### src/rtl/irq_pkg.sv
// irq_pkg: shared constants and FSM state type for the interrupt front-end
package irq_pkg;
    localparam int N   = 8;
    localparam int IDW = 3;
    typedef enum logic [1:0] {
        IDLE    = 2'd0,
        PRESENT = 2'd1,
        SERVICE = 2'd2
    } state_t;
endpackage

### src/rtl/prio_enc8.sv
// prio_enc8: combinational 8:3 priority encoder, bit 7 highest
module prio_enc8
    import irq_pkg::*;
(
    input  logic [N-1:0]   v,
    output logic [IDW-1:0] id,
    output logic           any
);
    // ascending scan so the highest set bit is the last one written
    always_comb begin
        id  = '0;
        any = |v;
        for (int i = 0; i < N; i++)
            if (v[i]) id = i[IDW-1:0];
    end
endmodule

### src/rtl/irq_latch_enc.sv
// irq_latch_enc: latches masked interrupt requests and hands out prioritised vectors over valid/ack/eoi
module irq_latch_enc
    import irq_pkg::*;
#(
    parameter bit EDGE = 1'b1
) (
    input  logic           clk,
    input  logic           rst,
    input  logic [N-1:0]   req,
    input  logic           mask_wr,
    input  logic [N-1:0]   mask_in,
    input  logic           irq_ack,
    input  logic           eoi,
    output logic           irq_valid,
    output logic [IDW-1:0] irq_id,
    output logic           busy,
    output logic [N-1:0]   pend_q,
    output logic [N-1:0]   mask_q
);
    state_t         state;
    logic [N-1:0]   req_d;
    logic [N-1:0]   set;
    logic [N-1:0]   clr;
    logic [IDW-1:0] enc_id;
    logic           enc_any;

    prio_enc8 u_enc (
        .v   (pend_q & ~mask_q),
        .id  (enc_id),
        .any (enc_any)
    );

    // new requests to latch, and the bit retired by an accepted vector
    always_comb begin
        set = EDGE ? (req & ~req_d) : req;
        clr = (state == PRESENT && irq_ack) ? ({{(N-1){1'b0}}, 1'b1} << irq_id) : '0;
    end

    // capture, mask and handshake state; set beats clear on the same bit
    always_ff @(posedge clk) begin
        if (rst) begin
            state     <= IDLE;
            req_d     <= '0;
            pend_q    <= '0;
            mask_q    <= '1;
            irq_valid <= 1'b0;
            irq_id    <= '0;
            busy      <= 1'b0;
        end else begin
            req_d  <= req;
            pend_q <= (pend_q & ~clr) | set;
            if (mask_wr) mask_q <= mask_in;
            case (state)
                IDLE: if (enc_any) begin
                    state     <= PRESENT;
                    irq_id    <= enc_id;
                    irq_valid <= 1'b1;
                end
                PRESENT: if (irq_ack) begin
                    state     <= SERVICE;
                    irq_valid <= 1'b0;
                    busy      <= 1'b1;
                end
                SERVICE: if (eoi) begin
                    state <= IDLE;
                    busy  <= 1'b0;
                end
                default: begin
                    state     <= IDLE;
                    irq_valid <= 1'b0;
                    busy      <= 1'b0;
                end
            endcase
        end
    end
endmodule

### config.mk
export PLATFORM = sky130hd
export DESIGN_NAME = irq_latch_enc
export DESIGN_NICKNAME = d
export VERILOG_FILES = /design/src/rtl/irq_pkg.sv /design/src/rtl/prio_enc8.sv /design/src/rtl/irq_latch_enc.sv
export SDC_FILE = /design/constraint.sdc
export NUM_CORES = 1
export LEC_CHECK = 0
export BUFFER_PORTS_ARGS = -buffer_cell sky130_fd_sc_hd__buf_2
export CAP_MARGIN = 20
export CORE_UTILIZATION = 40
export DETAILED_ROUTE_END_ITERATION = 16
export HOLD_SLACK_MARGIN = 0.08
export PLACE_DENSITY = 0.66
export SYNTH_ARGS = -nofsm -noshare
export SYNTH_HDL_FRONTEND = slang
export SYNTH_HIERARCHICAL = 1
export SYNTH_SLANG_ARGS = --single-unit
### constraint.sdc
create_clock -name clk -period 1.7 [get_ports clk]
set_input_delay 0.34 -clock clk [delete_from_list [all_inputs] [get_ports clk]]
set_output_delay 0.34 -clock clk [all_outputs]
set_load 0.01 [all_outputs]
Word level (Yosys, flattened, before mapping). Index checks and enable logic that the tools add are counted.

Bits in registers: 31. Input bits: 21. Output and inout port bits: 21. Logic and storage cells: 47.

Reduce and logical (&&, ||, !) cells: 7. Shift-type cells: 1. Bitwise logic cells: 9. Mux-type cells: 18. Eq/ne operators: 5.

Operators with widths (count): 8-bit bitwise AND (3); 8-bit inverter (3); 3-bit two-way mux (4); 2-bit two-way mux (5); 3-bit AND reduction (3); 8-bit two-way mux (1); 8-bit bitwise OR (1); 8-bit OR reduction (1); 1-bit by 3-bit left shift with 8-bit output (first input constant) (1); 2-bit inequality test (second input constant) (3); 1-bit case mux with 3 select lines (2); 2-bit case mux with 3 select lines (1); 1-bit two-way mux (5); 2-bit by 1-bit == test with 1-bit output (second input constant) (1); 2-bit == test (second input constant) (1); 2-bit logical NOT (1); 1-bit inverter (2); 2-bit AND reduction (1); 1-bit logical AND (1).

Logic depth before layout (Yosys ltp). Gate-level depths: netlist of run 1.

Depth after elaboration: 9. Mapped depth: 6. Gate-level depth less buffers: 6.

By module. Netlist of run 1, hierarchy kept.

By module, submodules not included: irq_latch_enc (seq. area each 620.6 um^2, area an instance 1198.6 um^2, times used 1, cells each 119); prio_enc8 (seq. area each 0.0 um^2, area an instance 66.3 um^2, times used 1, cells each 12).

Worst setup path before layout of run 1. No wires, ideal clock.

Path kind: flip-flop to flip-flop. Start point: register pend_q[6]. End point: register irq_id[0]. Data arrival time: 1.347 ns. Setup slack: 0.236 ns. Period minus slack after synthesis: 1.464 ns. Setup time: 0.117 ns. Path buffers: 0. Stages on the path, launching flop included: 7. Data required time: 1.583 ns. Path through: dfxtp_1 > nor2b_1 > nor2_1 > nand4_1 > nor3b_4 > mux2i_1 > nor2_1.

Longest elaborated chain between the ends: 3. Elaborated cells between the ends (all ways): 5. Classes of those cells: 2 x mux; 1 x bitwise; 2 x reduce/logical.

RTL lines: start: declaration (line irq_latch_enc.sv:17) `output logic [N-1:0] pend_q,`; start signal: assignment (line irq_latch_enc.sv:51) `pend_q <= (pend_q & ~clr) | set;`; 8-bit bitwise AND (line irq_latch_enc.sv:28) `.v (pend_q & ~mask_q),`; 8-bit OR reduction (line prio_enc8.sv:12) `any = |v;`; named net enc_any (line irq_latch_enc.sv:25) `logic enc_any;`; 2-bit AND reduction (no line); end signal: assignment (line irq_latch_enc.sv:56) `irq_id <= enc_id;`; end: declaration (line irq_latch_enc.sv:15) `output logic [IDW-1:0] irq_id,`.

The timed path passes the listed nets, and every way through them passes these cells. A chain may end at the register's enable or synchronous reset.

Worst setup path after layout of run 1.
Start point: register pend_q[4]. End point: register irq_id[2].

The elaborated chain is that of the path after synthesis.

==> metrics.txt, run 1 <==
outcome=completed; vias in the first global route=between 1000 and 1500; Hold WC Path Type=in2reg; WS Path Type=reg2reg; routing usage on met2=29.6%; Nets=between 150 and 200; hold-fix buffers at CTS=0; Netlist cell types=25; Post-Synthesis Cells=131; Synth Area in XOR/XNOR=0%; Clock Path Buffers=2; Leak=~0.71 nW; placed cells=approximately 210; Place WS=about 0.11 ns; Crit. End Element=flop; row count=20; Worst EP required=1.91 ns; Die H=58.2 um; CP Data Arrival Time=1.80 ns; HPWL after DPL=1980 um; pin count of the biggest net entering global routing=33; clock power share=approximately 30%; Core ar.=a little over 0.003 sq mm; Final setup viols=0; FMAX=0.630 GHz; DR vias/cell=between 4 and 5; fin crit share=between 90% and 100%; WL final=2700 um; Critical Path Fanout Max=3; Max transition margin=between 60% and 70%; CTS Buf Count=5; Comb pwr share=about 17%; initial antenna violation count=0; CTS H-Tree Depth=2; via count=1055; Synth Warn #=6; CTS resizes=0; first-pass GRT wire length=between 4000 and 5000 um; clk_skew=around 0.0042 ns; Max-Cap Viols=0; Post-Synth Adder-Cell Area=0%; area occupied by multi-input gates=between 500 and 600 sq um; TritonCTS clock tree=done; Switching Fraction=around 27%; RSZ-0062 raised after global routing=false; largest family of logic cells by synthesized area=simple AND/OR/NAND/NOR gates; Worst path slowest cell=dfxtp_1; IO Pins=between 40 and 50; total power=between 1.5 and 2 mW; fin crit period=1.59 ns; critical path's most frequent cell=nor2_1; Power Dens Cells=slightly above 1000 mW/mm^2; multiplexer share of the synthesized area=approximately 3.2%; sequential power share=between 50% and 60%; drt drc=0; Fillers=around 300; Switch Pwr=0.444 mW; gr busiest metal=met2; die span in x=a little under 60 um; Storage cell area=~620 sq um; Post-CTS Setup Inserts=0; Layout Cells excl Fill=between 200 and 250; antenna-violating nets left=0; simple-gate share of the synthesized area=a little over a fifth; Syn Area/Cell=a little under 10 sq um; routability cong.=0.796; First-pass DRT Iterations=4; setup TNS=0 ns; Initial Util=between 40% and 50%; clock-pin slew on the worst setup and hold paths=around 0.090 ns; post-synthesis register bit count=31; CTS Root Cell=clkbuf_4; GRT Overall Usage=between 10% and 20%; Fin. Hold Viols=0; DR iter-0 viols=29; met1 track demand over resource=about a fifth; Max VDD drop=~480 uV; Int Power=1.18 mW; Pins Over Slew Limit=0; I/O Buffers=just over 40; Mapped Area=0.00126 sq mm; sequential share of the synthesized area=49.1%; Largest stage delay, worst path=~0.37 ns; complex-gate fraction of the synthesized area=approximately 20%; Area Overhead vs Synth=24.4%; Least-Margin Pin Slew=~0.55 ns; clock latency on the worst-skew pair=between 0.3 and 0.4 ns; startpoint class of the critical path=flop; full die area=~0.0034 sq mm; critical path, cell by cell=nor2b_1, nor2_1, nand4_1, nor3b_4, mux2i_1, nor2_1; TritonCTS Sinks=31; Antenna Cells=0; Syn Nets=between 150 and 200; worst setup margin=between 0.1 and 0.15 ns; global route total overflow=0; Avg WL per Cell=between 10 and 15 um; grt met3 use=~7.6%; share of cells above drive strength 1=33.0%
-- logic make-up (layout without fill, tap and decap cells) --
family / after synthesis / count (layout)
AOI/OAI and AO/OA: 33 / 33
buffers and inverters: 18 / 63
DFF: 31 / 31
muxes: 4 / 4
and+or+nand+nor: 45 / 45
-- through the flow --
stage / area, sq um / hold WS (ns) / util (%)
final: 1570 / 0.209 / 52.0
after global routing: 1570 / 0.180 / 52.0
after CTS: 1570 / 0.199 / 51.9
after detailed placement: 1500 / 0.467 / 49.6
after global placement: 1500 / 0.459 / 49.6
after floorplan: 1260 / 0.423 / -
-- power by group through the flow --
| stage | registers [mW] | clock network, mW | logic, mW |
|---|---|---|---|
| 6_report | 0.848 | 0.493 | 0.283 |
| 5_1_grt | 0.858 | 0.547 | 0.315 |
| 4_1_cts | 0.848 | 0.505 | 0.285 |
| 3_5_place_dp | 0.863 | 0 | 0.283 |
| 3_3_place_gp | 0.859 | 0 | 0.275 |
| 2_1_floorplan | 0.867 | 0 | 0.176 |
-- cells in the mapped netlist --
cell	count	area share, %
nor3_1	1	0.40
buf_2	3	1.2
a22o_2	1	0.79
o31ai_2	1	0.99
nor3b_4	1	1.5
buf_4	2	1.2
a21oi_2	1	0.69
a21oi_1	10	4.0
nor2b_1	26	13
nor2_1	10	3.0
nand4_1	1	0.49
or3_1	1	0.49
o32a_2	1	0.89
and4b_2	1	0.89
a22o_1	7	4.8
nand2_1	1	0.30
inv_1	11	3.3
a211o_1	8	5.5
inv_2	2	0.59
o31ai_1	2	1.2
dfxtp_1	31	49
and4bb_1	1	0.99
a31oi_1	2	0.99
mux2i_1	4	3.2
nand3_1	2	0.79
-- final cells by class --
class                           instances  area share [%]
Multi-Input combinational cell         82            36.1
Clock buffer                            8            4.37
Timing Repair Buffer                   42            13.5
Sequential cell                        31            39.4
Inverter                               13            3.10
Tap cell                               44            3.50
-- worst paths after layout --
check	startpoint	endpoint	slack (ns)	cells after the start
setup reg to reg	pend_q[4]	irq_id[2]	0.11	6
hold reg to reg	req_d[1]	pend_q[1]	0.49	2
setup / recovery	pend_q[4]	irq_id[2]	0.11	6
hold / removal	mask_in[4]	mask_q[4]	0.21	2
-- routing by layer --
metal,vias to the layer above,routed length (um)
met5,-,0
met4,0,42
met3,7,174
met2,36,1300
met1,476,1180
li1,536,-
-- cell usage in the layout, fill, tap and decap left out, drive strengths merged, types with 2 or more instances in the layout --
| cell type | n |
|---|---|
| inv | 13 |
| mux2i | 4 |
| nor2 | 10 |
| nor2b | 26 |
| nand3 | 2 |
| dfxtp | 31 |
| a211o | 8 |
| a31oi | 2 |
| buf | 42 |
| a22o | 8 |
| a21oi | 11 |
| clkbuf | 8 |
| o31ai | 3 |
-- worst max-delay path: cells and delay by family (launching register included) --
family	cells	cell delay [ns]
DFF	1	0.37
muxes	1	0.24
and+or+nand+nor	5	0.85
-- sequential cells by signal (all words and copies together), names as in the netlist --
name       flops
irq_valid      1
busy           1
mask_q         8
pend_q         8
irq_id         3
state          2
req_d          8
Note: power is estimated with default switching activity, not from simulation.
==> run 2: changes to the inputs <==
==> constraint.sdc (replaced) <==
create_clock -name clk -period 1.7 [get_ports clk]
set_input_delay 0.34 -clock clk [delete_from_list [all_inputs] [get_ports clk]]
set_output_delay 0.34 -clock clk [all_outputs]
set_load 0.1 [all_outputs]
==> metrics.txt, run 2 (synthesis gave the netlist of run 1 again) <==
outcome=completed; fin crit period=1.59 ns (+0.00505 ns); DR vias/cell=4.82 (+0.57%); Max VDD drop=514 uV (+6.0%); Place WS=0.158 ns (+0.0457 ns); HPWL after DPL=1990 um (+0.96%); startpoint class of the critical path=flop; Die H=58.2 um (unchanged); FF-to-FF path depth=6 (unchanged); Critical Path Fanout Max=7 (+4); hold depth=2 (unchanged); largest registers=mask_q x8, pend_q x8, req_d x8; die span in x=58.2 um (unchanged); clock latency on the worst-skew pair=0.32 ns (about the same); Crit. End Element=output port; delay-heaviest family, CP=buffers and inverters; Largest stage delay, worst path=0.48 ns (+0.11 ns); TritonCTS Sinks=31 (unchanged); Final setup viols=0 (unchanged); CTS H-Tree Depth=2 (unchanged); clock-pin slew on the worst setup and hold paths=0.09 ns (about the same); WL final=2690 um (-0.37%); Worst EP required=1.36 ns (-0.55 ns); RSZ-0062 raised after global routing=false; Core ar.=0.00303 sq mm (unchanged); commonest non-fill, non-tap cell in the layout=buf_2; Max transition margin=63.0% (-0.39 points); via count=1061 (+0.57%); Worst path slowest cell=buf_2; DR iter-0 viols=45 (+55%); Levels on crit path=1 (-5); CTS Root Cell=clkbuf_4; Nets=196 (unchanged); First-pass DRT Iterations=4 (unchanged); Fillers=310 (+2.6%); Power Dens Cells=1170 mW/mm^2 (+13%); Max-Cap Viols=0 (unchanged); worst path bufs/invs=1 (+1); Fin. Hold Viols=0 (unchanged); WS Path Type=reg2out; Pins Over Slew Limit=0 (unchanged); CP Data Arrival Time=1.25 ns (-0.55 ns); CTS resizes=0 (unchanged); global route total overflow=0 (unchanged); hold-fix buffers at CTS=0 (unchanged); antenna-violating nets left=0 (unchanged); pin count of the biggest net entering global routing=33 (unchanged); share of cells above drive strength 1=41.5% (+8.5 points); Area Overhead vs Synth=25.2%; IO Pins=42 (unchanged); initial antenna violation count=0 (unchanged); Least-Margin Pin Slew=0.555 ns (+0.00582 ns); fin crit share=93.7% (+0.30 points); leading cell types in the layout, fill and taps excluded=buf_2 (41), nor2b_1 (26), dfxtp_1 (14), dfxtp_2 (13), inv_1 (11); full die area=0.00339 sq mm (unchanged); Antenna Cells=0 (unchanged); TritonCTS clock tree=done; I/O Buffers=41 (unchanged); routability cong.=0.755 (-5.1%); vias in the first global route=988 (-2.7%); Storage cell area=652 sq um (+5.0%); area occupied by multi-input gates=566 sq um (-0.44%); GRT Overall Usage=17.7% (-0.48 points); Clock Path Buffers=2 (unchanged); final core occ=52.3% (+0.33 points); setup TNS=0 ns (unchanged); critical path, cell by cell=buf_2; Initial Util=41.8% (unchanged); Hold WC Path Type=in2reg; Leak=0.698 nW (-1.2%); first-pass GRT wire length=4400 um (-3.0%); placed cells=212 (unchanged); CTS Buf Count=5 (unchanged); Layout Cells excl Fill=220 (unchanged); row count=20 (unchanged); drt drc=0 (unchanged); Avg WL per Cell=12.2 um (-0.37%); Post-CTS Setup Inserts=0 (unchanged); clk_skew=0.00731 ns (+0.00306 ns); FMAX=0.628 GHz (-0.32%); worst setup margin=0.108 ns (-0.00505 ns)
==> run 2: cell count changes in the layout (fill, tap and decap cells not counted) <==
| cell | before | now |
|---|---|---|
| dfxtp_1 | 31 | 14 |
| dfxtp_2 | 0 | 13 |
| nor2b_1 | 25 | 26 |
| clkinv_2 | 0 | 1 |
| nor2b_2 | 1 | 0 |
| dfxtp_4 | 0 | 4 |
| clkbuf_8 | 2 | 0 |
| clkbuf_1 | 1 | 2 |
==> run 2: cell type report <==
class | count | share of cell area, %
Inverter | 13 | 3.08
Sequential cell | 31 | 41.2
Timing Repair Buffer | 42 | 13.4
Tap cell | 44 | 3.48
Multi-Input combinational cell | 82 | 35.7
Clock buffer | 7 | 2.84
Clock inverter | 1 | 0.316
==> run 2: power by group <==
part / switching (mW) / internal, mW
clock network: 0.231 / 0.161
logic: 0.461 / 0.146
registers: 0.0552 / 0.795
==> run 2: path summary, 6_finish.rpt <==
check,from,to,slack (ns)
hold reg to reg,pend_q[0],pend_q[0],0.48
setup reg to reg,pend_q[5],irq_id[1],0.17
setup / recovery,irq_id[1],irq_id[1],0.11
hold / removal,mask_in[0],mask_q[0],0.22
==> run 2: worst reg2reg max path, delay by kind of cell, from the launching register on <==
| family | cells | cell delay (ns) |
|---|---|---|
| DFF | 1 | 0.35 |
| muxes | 1 | 0.22 |
| and+or+nand+nor | 5 | 0.84 |
==> run 2: metrics by stage <==
stage	power [mW]	hold WS, ns	cell area, sq um
after detailed placement	1.48	0.466	1530
after global placement	1.47	0.454	1530
after floorplan	1.37	0.423	1300
final	1.85	0.218	1580
after CTS	1.87	0.200	1580
after global routing	1.95	0.207	1580
==> run 2: layer usage <==
| layer | wire (um) | track usage, % | share of wire [%] | up-vias |
|---|---|---|---|---|
| met2 | 1340 | 29.6 | 50 | 33 |
| li1 | - | - | - | 540 |
| met4 | 17 | 7.14 | 0.63 | 0 |
| met1 | 1180 | 20.4 | 44 | 486 |
| met3 | 152 | 6.70 | 5.7 | 2 |
| met5 | 0 | 0 | 0 | - |
